<file path="src/rtl/afc_freq_comparator_if.sv">
// Handshake/measurement bundle between the AFC band-search FSM (master)
// and the counter-based frequency comparator (slave).
interface afc_freq_comparator_if #(
  parameter int unsigned CNT_W = 12
);
  logic             change;
  logic             vco_div;
  logic [CNT_W-1:0] target_cnt;
  logic [CNT_W-1:0] tol_cnt;
  logic [2:0]       comp_out;
  logic             done;
  logic             busy;
  logic [CNT_W-1:0] meas_cnt;

  modport master (
    output change, vco_div, target_cnt, tol_cnt,
    input  comp_out, done, busy, meas_cnt
  );

  modport slave (
    input  change, vco_div, target_cnt, tol_cnt,
    output comp_out, done, busy, meas_cnt
  );
endinterface

</file>
<file path="src/rtl/afc_freq_comparator.sv">
// Counts rising edges of the divided VCO over a fixed window after a settle
// delay and reports FAST/SLOW/FREEZE against target +/- tolerance.
module afc_freq_comparator #(
  parameter int unsigned CNT_W         = 12,
  parameter int unsigned SETTLE_CYCLES = 16,
  parameter int unsigned WINDOW_CYCLES = 1024
) (
  input logic                   clk,
  input logic                   rst,
  afc_freq_comparator_if.slave  bus
);
  localparam int unsigned TMR_MAX = (SETTLE_CYCLES > WINDOW_CYCLES) ? SETTLE_CYCLES : WINDOW_CYCLES;
  localparam int unsigned TMR_W   = (TMR_MAX > 1) ? $clog2(TMR_MAX) : 1;

  localparam logic [2:0] V_FAST   = 3'b100;
  localparam logic [2:0] V_SLOW   = 3'b010;
  localparam logic [2:0] V_FREEZE = 3'b001;

  typedef enum logic [1:0] {S_IDLE, S_SETTLE, S_COUNT} state_e;

  state_e           state_q, state_d;
  logic [TMR_W-1:0] tmr_q, tmr_d;
  logic [CNT_W-1:0] edge_q, edge_d;
  logic [CNT_W-1:0] tgt_q, tgt_d;
  logic [CNT_W-1:0] tol_q, tol_d;
  logic [CNT_W-1:0] meas_q, meas_d;
  logic [2:0]       comp_q, comp_d;
  logic             done_q, done_d;
  logic             busy_q, busy_d;
  logic             prev_q, prev_d;

  logic             rise;
  logic [CNT_W-1:0] edge_inc;
  logic [CNT_W:0]   c_ext, t_ext, d_ext;
  logic [2:0]       verdict;

  always_comb begin
    rise     = bus.vco_div & ~prev_q;
    edge_inc = (rise && (edge_q != '1)) ? edge_q + 1'b1 : edge_q;
    // One extra bit so t+d cannot overflow and t-d is never formed.
    c_ext = {1'b0, edge_inc};
    t_ext = {1'b0, tgt_q};
    d_ext = {1'b0, tol_q};
    if (c_ext > t_ext + d_ext)      verdict = V_FAST;
    else if (c_ext + d_ext < t_ext) verdict = V_SLOW;
    else                            verdict = V_FREEZE;
  end

  always_comb begin
    state_d = state_q;
    tmr_d   = tmr_q;
    edge_d  = edge_q;
    tgt_d   = tgt_q;
    tol_d   = tol_q;
    meas_d  = meas_q;
    comp_d  = comp_q;
    done_d  = 1'b0;
    prev_d  = bus.vco_div;

    // A change in any state (including a COUNT's final cycle) restarts the
    // measurement; the aborted one never reports.
    if (bus.change) begin
      state_d = S_SETTLE;
      tmr_d   = TMR_W'(SETTLE_CYCLES - 1);
      edge_d  = '0;
      tgt_d   = bus.target_cnt;
      tol_d   = bus.tol_cnt;
      comp_d  = '0;
    end else begin
      unique case (state_q)
        S_SETTLE: begin
          if (tmr_q == '0) begin
            state_d = S_COUNT;
            tmr_d   = TMR_W'(WINDOW_CYCLES - 1);
          end else begin
            tmr_d = tmr_q - 1'b1;
          end
        end
        S_COUNT: begin
          edge_d = edge_inc;
          if (tmr_q == '0) begin
            state_d = S_IDLE;
            comp_d  = verdict;
            meas_d  = edge_inc;
            done_d  = 1'b1;
          end else begin
            tmr_d = tmr_q - 1'b1;
          end
        end
        default: ;
      endcase
    end

    busy_d = (state_d != S_IDLE);
  end

  always_ff @(posedge clk) begin
    if (rst) begin
      state_q <= S_IDLE;
      tmr_q   <= '0;
      edge_q  <= '0;
      tgt_q   <= '0;
      tol_q   <= '0;
      meas_q  <= '0;
      comp_q  <= '0;
      done_q  <= 1'b0;
      busy_q  <= 1'b0;
      prev_q  <= 1'b0;
    end else begin
      state_q <= state_d;
      tmr_q   <= tmr_d;
      edge_q  <= edge_d;
      tgt_q   <= tgt_d;
      tol_q   <= tol_d;
      meas_q  <= meas_d;
      comp_q  <= comp_d;
      done_q  <= done_d;
      busy_q  <= busy_d;
      prev_q  <= prev_d;
    end
  end

  assign bus.comp_out = comp_q;
  assign bus.meas_cnt = meas_q;
  assign bus.done     = done_q;
  assign bus.busy     = busy_q;
endmodule

</file>
<file path="src/flat_wrapper.sv">
// flat-port wrapper written by rule: the top's interface ports become plain ports
module afc_freq_comparator_flat 
#(
  parameter int unsigned CNT_W         = 12,
  parameter int unsigned SETTLE_CYCLES = 16,
  parameter int unsigned WINDOW_CYCLES = 1024
)
  (clk, rst, bus_change, bus_vco_div, bus_target_cnt, bus_tol_cnt, bus_comp_out, bus_done, bus_busy, bus_meas_cnt);
  afc_freq_comparator_if #(.CNT_W(CNT_W)) bus_i ();
  input logic clk;
  input logic rst;
  input wire logic [$bits(bus_i.change)-1:0] bus_change;
  input wire logic [$bits(bus_i.vco_div)-1:0] bus_vco_div;
  input wire logic [$bits(bus_i.target_cnt)-1:0] bus_target_cnt;
  input wire logic [$bits(bus_i.tol_cnt)-1:0] bus_tol_cnt;
  output wire logic [$bits(bus_i.comp_out)-1:0] bus_comp_out;
  output wire logic [$bits(bus_i.done)-1:0] bus_done;
  output wire logic [$bits(bus_i.busy)-1:0] bus_busy;
  output wire logic [$bits(bus_i.meas_cnt)-1:0] bus_meas_cnt;
  assign bus_i.change = bus_change;
  assign bus_i.vco_div = bus_vco_div;
  assign bus_i.target_cnt = bus_target_cnt;
  assign bus_i.tol_cnt = bus_tol_cnt;
  assign bus_comp_out = bus_i.comp_out;
  assign bus_done = bus_i.done;
  assign bus_busy = bus_i.busy;
  assign bus_meas_cnt = bus_i.meas_cnt;
  afc_freq_comparator #(.CNT_W(CNT_W), .SETTLE_CYCLES(SETTLE_CYCLES), .WINDOW_CYCLES(WINDOW_CYCLES)) u_core (.clk(clk), .rst(rst), .bus(bus_i));
endmodule
</file>
<file path="config.mk">
export PLATFORM = sky130hd
export DESIGN_NAME = afc_freq_comparator_flat
export DESIGN_NICKNAME = d
export VERILOG_FILES = /design/src/rtl/afc_freq_comparator_if.sv /design/src/rtl/afc_freq_comparator.sv /design/src/flat_wrapper.sv
export SDC_FILE = /design/constraint.sdc
export NUM_CORES = 1
export LEC_CHECK = 0
export CAP_MARGIN = 20
export CORE_AREA = 2 2 94 96
export CTS_BUF_LIST = sky130_fd_sc_hd__clkbuf_4 sky130_fd_sc_hd__clkbuf_8
export CTS_CLUSTER_SIZE = 24
export DETAILED_ROUTE_END_ITERATION = 12
export DIE_AREA = 0 0 96 98
export HOLD_SLACK_MARGIN = 0.06
export PLACE_DENSITY = 0.78
export SETUP_SLACK_MARGIN = 0.1
export SYNTH_ARGS = -nofsm -noshare
export SYNTH_HDL_FRONTEND = slang
export SYNTH_SLANG_ARGS = --single-unit
</file>
<file path="constraint.sdc">
create_clock -name clk -period 4.2 [get_ports clk]
set_input_delay 0.84 -clock clk [delete_from_list [all_inputs] [get_ports clk]]
set_output_delay 0.84 -clock clk [all_outputs]
set_load 0.02 [all_outputs]
</file>
==> results of run 1 <==
[cell usage after synthesis (all sizes together), types with 2 or more instances]
cell    number  area share [%]
nor2b        7            0.98
mux2         5             1.3
a31oi        2            0.28
and2         2            0.28
a211o        2            0.42
and4         2            0.39
and3         4            0.56
a211oi      17             3.4
nand2       26             2.4
mux2i       35             7.8
ha          52              15
nor2        74             6.9
inv         29             2.4
nand4        9             1.3
nand2b       3            0.42
nor3         7            0.78
xnor2       13             2.5
nor4         5            0.70
xor2        24             4.7
a311oi       3            0.59
or3          2            0.28
nor3b        3            0.87
a21o         9             1.5
clkbuf      11            0.92
nand3       12             1.3
o211ai       4            0.67
buf          3            0.62
dfxtp       66              30
o21a         3            0.50
fa           2            0.90
o311ai       4            0.78
a21oi       28             3.1
or2          2            0.28
o21ai       16             1.8
o21bai       5            0.84
[area by class of cell]
class,instances,area (um2)
flip-flops and latches,66,1330
clock buffers,11,145
multi-input cells,397,3210
clock inverters,5,37.5
inverters,29,109
repair buffers,113,956
fillers,628,2540
well taps,108,135
[registers in the layout, summed over array words and instances, names as in the netlist]
name                 count
u_core.bus.meas_cnt     12
u_core.edge_q           12
u_core.tgt_q            12
u_core.tol_q            12
u_core.tmr_q            10
u_core.bus.comp_out      3
u_core.state_q           2
u_core.bus.busy          1
u_core.bus.done          1
u_core.prev_q            1
[where the power goes]
| part | internal (mW) | switching [mW] | leakage, nW |
|---|---|---|---|
| Sequential | 0.646 | 0.0238 | 0.541 |
| Combinational | 0.156 | 0.161 | 2.01 |
| Clock | 0.240 | 0.275 | 0.0898 |
| Total | 1.04 | 0.460 | 2.64 |
[metal layers]
metal,vias to the layer above,part of all wire [%],global-route usage (%)
li1,2032,-,-
met1,2048,42,31.6
met2,141,50,44.6
met3,43,4.4,4.86
met4,0,3.6,8.79
met5,-,0,0
[cell families (layout without fill, tap and decap cells)]
logic type / count (synthesis) / count (layout) / share of synthesized area [%]
compound gates: 104 / 104 / 16.3
xor+xnor: 37 / 37 / 7.26
fa+ha+maj: 54 / 54 / 15.5
buf+inv: 43 / 158 / 3.98
flops: 66 / 66 / 29.6
mux: 40 / 40 / 9.11
simple gates: 162 / 162 / 18.3
[through the flow]
stage | TNS, ps | util [%]
6_report | 0 | 70.0
5_1_grt | -160 | 70.0
4_1_cts | 0 | 67.6
3_5_place_dp | -1280 | 63.5
3_3_place_gp | -1040 | 63.5
2_1_floorplan | 0 | -
[critical path, cell delays in order, from the launching register on]
cell      delay [ps]
dfxtp_2          340
and4_4           230
nand4_1          140
o31a_1           380
buf_6            160
xnor2_4          160
inv_2             70
ha_4             170
a21oi_2          150
nor2_1            70
a211o_1          280
o311ai_4         290
nor2b_4          230
xnor2_2           70
ha_1             320
and3_4           220
nand4_1          120
a21oi_2          190
buf_4            140
nor3_2            40
a31o_2           240
[how the worst max path moves through the flow]
| stage | to | start | slack (ps) |
|---|---|---|---|
| floorplan | u_core.bus.comp_out[0]$_SDFFE_PP0P_ | bus_vco_div | 100 |
| global route | u_core.bus.comp_out[1]$_SDFFE_PP0P_ | u_core.edge_q[6]$_SDFFE_PP0P_ | -120 |
| detailed placement | u_core.bus.comp_out[0]$_SDFFE_PP0P_ | bus_vco_div | -680 |
| finish | u_core.bus.comp_out[1]$_SDFFE_PP0P_ | u_core.edge_q[6]$_SDFFE_PP0P_ | 100 |
| global placement | u_core.bus.comp_out[0]$_SDFFE_PP0P_ | bus_vco_div | -550 |
| CTS | u_core.bus.comp_out[0]$_SDFFE_PP0P_ | u_core.edge_q[7]$_SDFFE_PP0P_ | 110 |
[timing repair]
item	CTS	global route
setup buffers	12	4
hold endpoints to repair	0	0
setup endpoints to repair	2	2
gates resized for setup	21	31
pin swaps	18	19
==> results_dict.tcl, run 1 <==
set metrics [dict create \
    drt_iter0_drc 190 \
    rr_startpoint "u_core.edge_q[6]$_SDFFE_PP0P_" \
    grt_max_degree 34 \
    holdPathStages 2 \
    root_buffer "clkbuf_8" \
    finClkSkew_ps 17.8 \
    wl_per_cell_um 16.6 \
    fin_area_mm2 0.00592 \
    clk_pin_slew_worst_paths_ps 90 \
    area_delta_synth_final_pct 32.6 \
    finalNonFillerCells 729 \
    antenna_left 0 \
    ff2ff_setup_slack_ps 100 \
    worstPathArrival_ps 4360 \
    power_density_mw_per_mm2 254 \
    whs_ps 489 \
    synth_area_mm2 0.00447 \
    core_area_mm2 0.00847 \
    max_slew_margin_pct 40.6 \
    ios 45 \
    die-area_mm2 0.00941 \
    placementRows 34 \
    drt_wl_total_um 12100 \
    hold_path_class "flop to flop" \
    p_total_mw 1.50 \
    yosysUniqueCellTypes 59 \
    worstSkewPairLatency_ps 360 \
    place_ws_ps -683 \
    hold_end "u_core.bus.comp_out[0]$_SDFFE_PP0P_" \
    fin_nets 698 \
    cp-end-kind "flop" \
    initial_core_util_pct 52.7 \
    synth-edff-count 0 \
    grt_pass1_wl_um 19200 \
    port_buffers 44 \
    min_period_over_period_pct 97.6 \
    cts_buffers 9 \
    vias 4264 \
    synth_seq_cells 66 \
    die_x_um 96 \
    clk_path_buf_depth 2 \
    setup_ws_ps 101 \
    final-hold-violation-count 0 \
    h-tree-depth 3 \
    startpoint_type "flop" \
    worstMarginPinSlew_ps 890 \
    cts_hold_repair.buffers 0 \
    syn-mean-instance-area_um2 8.83 \
    period_needed_ps 4100 \
    crit_type "flop to flop" \
    synthCells 506 \
    max_cap_violations 0 \
    antenna_cells 0 \
    clock_sinks 66 \
    syn_nets 588 \
    synth_flop_cell "dfxtp_1" \
    final_cell_mix "67 x nor2_1, 67 x buf_4, 62 x dfxtp_1, 46 x ha_1, 42 x clkdlybuf4s50_1" \
    die_h_um 98 \
    r2r_cells 20 \
    route.detailed.drc 0 \
    hp-start "u_core.bus.comp_out[0]$_SDFFE_PP0P_" \
    r2r_end "u_core.bus.comp_out[1]$_SDFFE_PP0P_" \
    worst_ir_drop_vdd_mv 0.146 \
    synthArstFlopShare_pct 0 \
    clock.fmax_ghz 0.244 \
    drive_gt1_share_pct 23.5 \
    p_leak_nw 2.64 \
    vias_per_cell 5.85 \
    drv_slew 0 \
    grt-ovfl-total 0 \
    drt-pass1-iter-count 5 \
    postPlaceCellArea_mm2 0.00538 \
    dpl.cell_count 697 \
    antenna_found_initial 0 \
    dp_hpwl_um 8640 \
    grt_setup_unrepaired "true" \
    seq_area_frac_synth_pct 29.6 \
    track_usage_pct 25.8 \
    grt_pass1_vias 4260 \
    run_status "complete, no violations" \
    cts_tree "yes" \
    yosys_warnings 0 \
    cp_max_fo 3 \
    gp_congestion 0.918 \
    setup_viol_count_final 0 \
    required_ps 4460 \
]
(Power assumes the default switching activity.)
==> run 2, diff against run 1 <==
--- a/config.mk
+++ b/config.mk
@@ -6,11 +6,11 @@
 export NUM_CORES = 1
 export LEC_CHECK = 0
 export CAP_MARGIN = 20
-export CORE_AREA = 2 2 94 96
+export CORE_AREA = 3 3 95 97
 export CTS_BUF_LIST = sky130_fd_sc_hd__clkbuf_4 sky130_fd_sc_hd__clkbuf_8
 export CTS_CLUSTER_SIZE = 24
 export DETAILED_ROUTE_END_ITERATION = 12
-export DIE_AREA = 0 0 96 98
+export DIE_AREA = 0 0 98 100
 export HOLD_SLACK_MARGIN = 0.06
 export PLACE_DENSITY = 0.78
 export SETUP_SLACK_MARGIN = 0.1
==> run 2 against run 1 <==
Effect of this change: cell count shrank 1.6%; hold slack better by 4.1 ps; largest cell class unchanged; wire length decreased by 2.7%; fmax decreased by 0.67%; largest power group is now clock; global-route usage decreased by 2.8 points; setup slack got worse by 28 ps; cell area down 0.36%; via count down 2.7%; first-iteration DRC count is 8.4% higher; critical path depth down 3; sequential power barely moved; critical endpoint is now u_core.bus.comp_out[0]$_SDFFE_PP0P_.
==> results_dict.tcl, run 2 (synthesis gave the netlist of run 1 again) <==
set metrics [dict create \
    r2r_cells 17 \
    clock.fmax_ghz 0.242 \
    grt_max_degree 45 \
    cts_hold_repair.buffers 0 \
    grt_pass1_wl_um 18400 \
    ff2ff_setup_slack_ps 70 \
    die_h_um 100 \
    startpoint_type "flop" \
    cp_max_fo 3 \
    holdPathStages 2 \
    fillCellCount 586 \
    antenna_left 0 \
    root_buffer "clkbuf_8" \
    drt_iter0_drc 206 \
    path_cells "and4_4 > nand4_1 > o31a_1 > mux2_2 > ha_4 > a21oi_4 > nor2_1 > a211o_1 > o311ai_4 > buf_4 > a211oi_4 > o311ai_2 > ha_1 > a211oi_2 > nand2_1 > o311ai_2 > nand2_1" \
    route.detailed.drc 0 \
    hold_path_class "flop to flop" \
    p_leak_nw 2.62 \
    drt-pass1-iter-count 5 \
    drv_slew 0 \
    port_buffers 44 \
    worst_ir_drop_vdd_mv 0.189 \
    vias_per_cell 5.79 \
    setup_ws_ps 73.6 \
    met2_usage_pct 38.8 \
    worst_path_max_delay_cell "o31a_1" \
    max_cap_violations 0 \
    grt_pass1_vias 3982 \
    worstSkewPairLatency_ps 360 \
    dpl.cell_count 685 \
    initial_core_util_pct 54.3 \
    clock_sinks 66 \
    finalNonFillerCells 717 \
    hp-start "u_core.bus.comp_out[0]$_SDFFE_PP0P_" \
    clk_path_buf_depth 2 \
    postPlaceCellArea_mm2 0.00530 \
    area_delta_synth_final_pct 32.2 \
    antenna_cells 0 \
    fin_area_mm2 0.00590 \
    cts_buffers 9 \
    fin_nets 689 \
    h-tree-depth 3 \
    hold_end "u_core.bus.comp_out[0]$_SDFFE_PP0P_" \
    period_needed_ps 4130 \
    cp-end-kind "flop" \
    grt-ovfl-total 0 \
    clk_pin_slew_worst_paths_ps 80 \
    gp_congestion 0.889 \
    power_density_mw_per_mm2 279 \
    placementRows 33 \
    core_area_mm2 0.00822 \
    die_x_um 98 \
    worstMarginPinSlew_ps 929 \
    run_status "complete, no violations" \
    ios 45 \
    track_usage_pct 23.0 \
    die-area_mm2 0.00980 \
    fin_util_pct 71.8 \
    grt_setup_unrepaired "true" \
    rr_startpoint "u_core.edge_q[7]$_SDFFE_PP0P_" \
    cp.buffers_inverters 1 \
    tns_ps 0 \
    drt_wl_total_um 11800 \
    cts_tree "yes" \
    worstPathArrival_ps 4370 \
    antenna_found_initial 0 \
    vias 4150 \
    gr-max-usage-layer "met2" \
    min_period_over_period_pct 98.2 \
    required_ps 4450 \
    setup_viol_count_final 0 \
    final_common_cell "nor2_1" \
    dp_hpwl_um 7900 \
    final_cell_mix "67 x nor2_1, 60 x dfxtp_1, 58 x buf_4, 46 x ha_1, 41 x clkdlybuf4s50_1" \
    r2r_end "u_core.bus.comp_out[0]$_SDFFE_PP0P_" \
    final-hold-violation-count 0 \
    critPathTopFamily "compound AO/OA/AOI/OAI gates" \
    crit_type "flop to flop" \
    place_ws_ps -700 \
    wl_per_cell_um 16.4 \
    max_slew_margin_pct 38.1 \
    slowest_delay_ps 360 \
    drive_gt1_share_pct 22.5 \
    use_met1_pct 29.3 \
    finClkSkew_ps 10.6 \
    use_met3_pct 3.20 \
]
## run 2: cell count changes in the layout (fill, tap and decap cells not counted), sizes merged
cell           previous run  this run
buf                      71        63
bufinv                    0         3
clkbuf                   11         9
clkdlybuf4s50            42        41
clkinv                    1         0
clkinvlp                  2         1
inv                      31        32
## run 2: report_power, final
part | leakage (nW) | total (mW) | switching [mW] | internal [mW]
Clock | 0.121 | 0.681 | 0.280 | 0.401
Combinational | 1.96 | 0.295 | 0.149 | 0.146
Sequential | 0.542 | 0.671 | 0.0246 | 0.646
## run 2: worst max-delay path by stage
stage	slack [ps]	depth (start not counted)	from	endpoint
2_1_floorplan	100	17	bus_vco_div	u_core.bus.comp_out[0]$_SDFFE_PP0P_
3_3_place_gp	-560	17	bus_vco_div	u_core.bus.comp_out[0]$_SDFFE_PP0P_
3_5_place_dp	-700	17	bus_vco_div	u_core.bus.comp_out[0]$_SDFFE_PP0P_
4_1_cts	110	18	bus_vco_div	u_core.bus.comp_out[0]$_SDFFE_PP0P_
5_1_grt	-40	17	u_core.edge_q[7]$_SDFFE_PP0P_	u_core.bus.comp_out[0]$_SDFFE_PP0P_
6_report	70	17	u_core.edge_q[7]$_SDFFE_PP0P_	u_core.bus.comp_out[0]$_SDFFE_PP0P_
## run 2: cell type report
class                      count  area [um2]  share of cell area, %
clock buffer                   9         124                   2.10
clock inverter                 7         124                   2.10
inverter                      29         109                   1.84
multi-input combinational    397        3190                   54.1
sequential                    66        1330                   22.6
tap                          105         131                   2.23
timing repair buffer         104         890                   15.1
## run 2: worst min-delay path, delay by kind of cell, from the launching register on
kind | cells | cell delay [ps]
flops | 1 | 340
simple gates | 2 | 120
## run 2: stage by stage
step	hold WS, ps	total power [mW]
finish	493	1.65
global route	516	1.72
CTS	480	1.64
detailed placement	472	0.951
global placement	474	0.940
floorplan	464	0.866
## run 2: repair_timing
| item | CTS | global route |
|---|---|---|
| endpoints found under the setup margin | 2 | 2 |
| buffers inserted | 10 | 7 |
| resized for setup | 18 | 34 |
| pin swaps | 19 | 23 |
## run 2: per-layer routing
layer | share of wire, % | vias up
met3 | 5.0 | 32
met1 | 43 | 1964
met2 | 49 | 134
met4 | 3.2 | 0
li1 | - | 2020
met5 | 0 | -
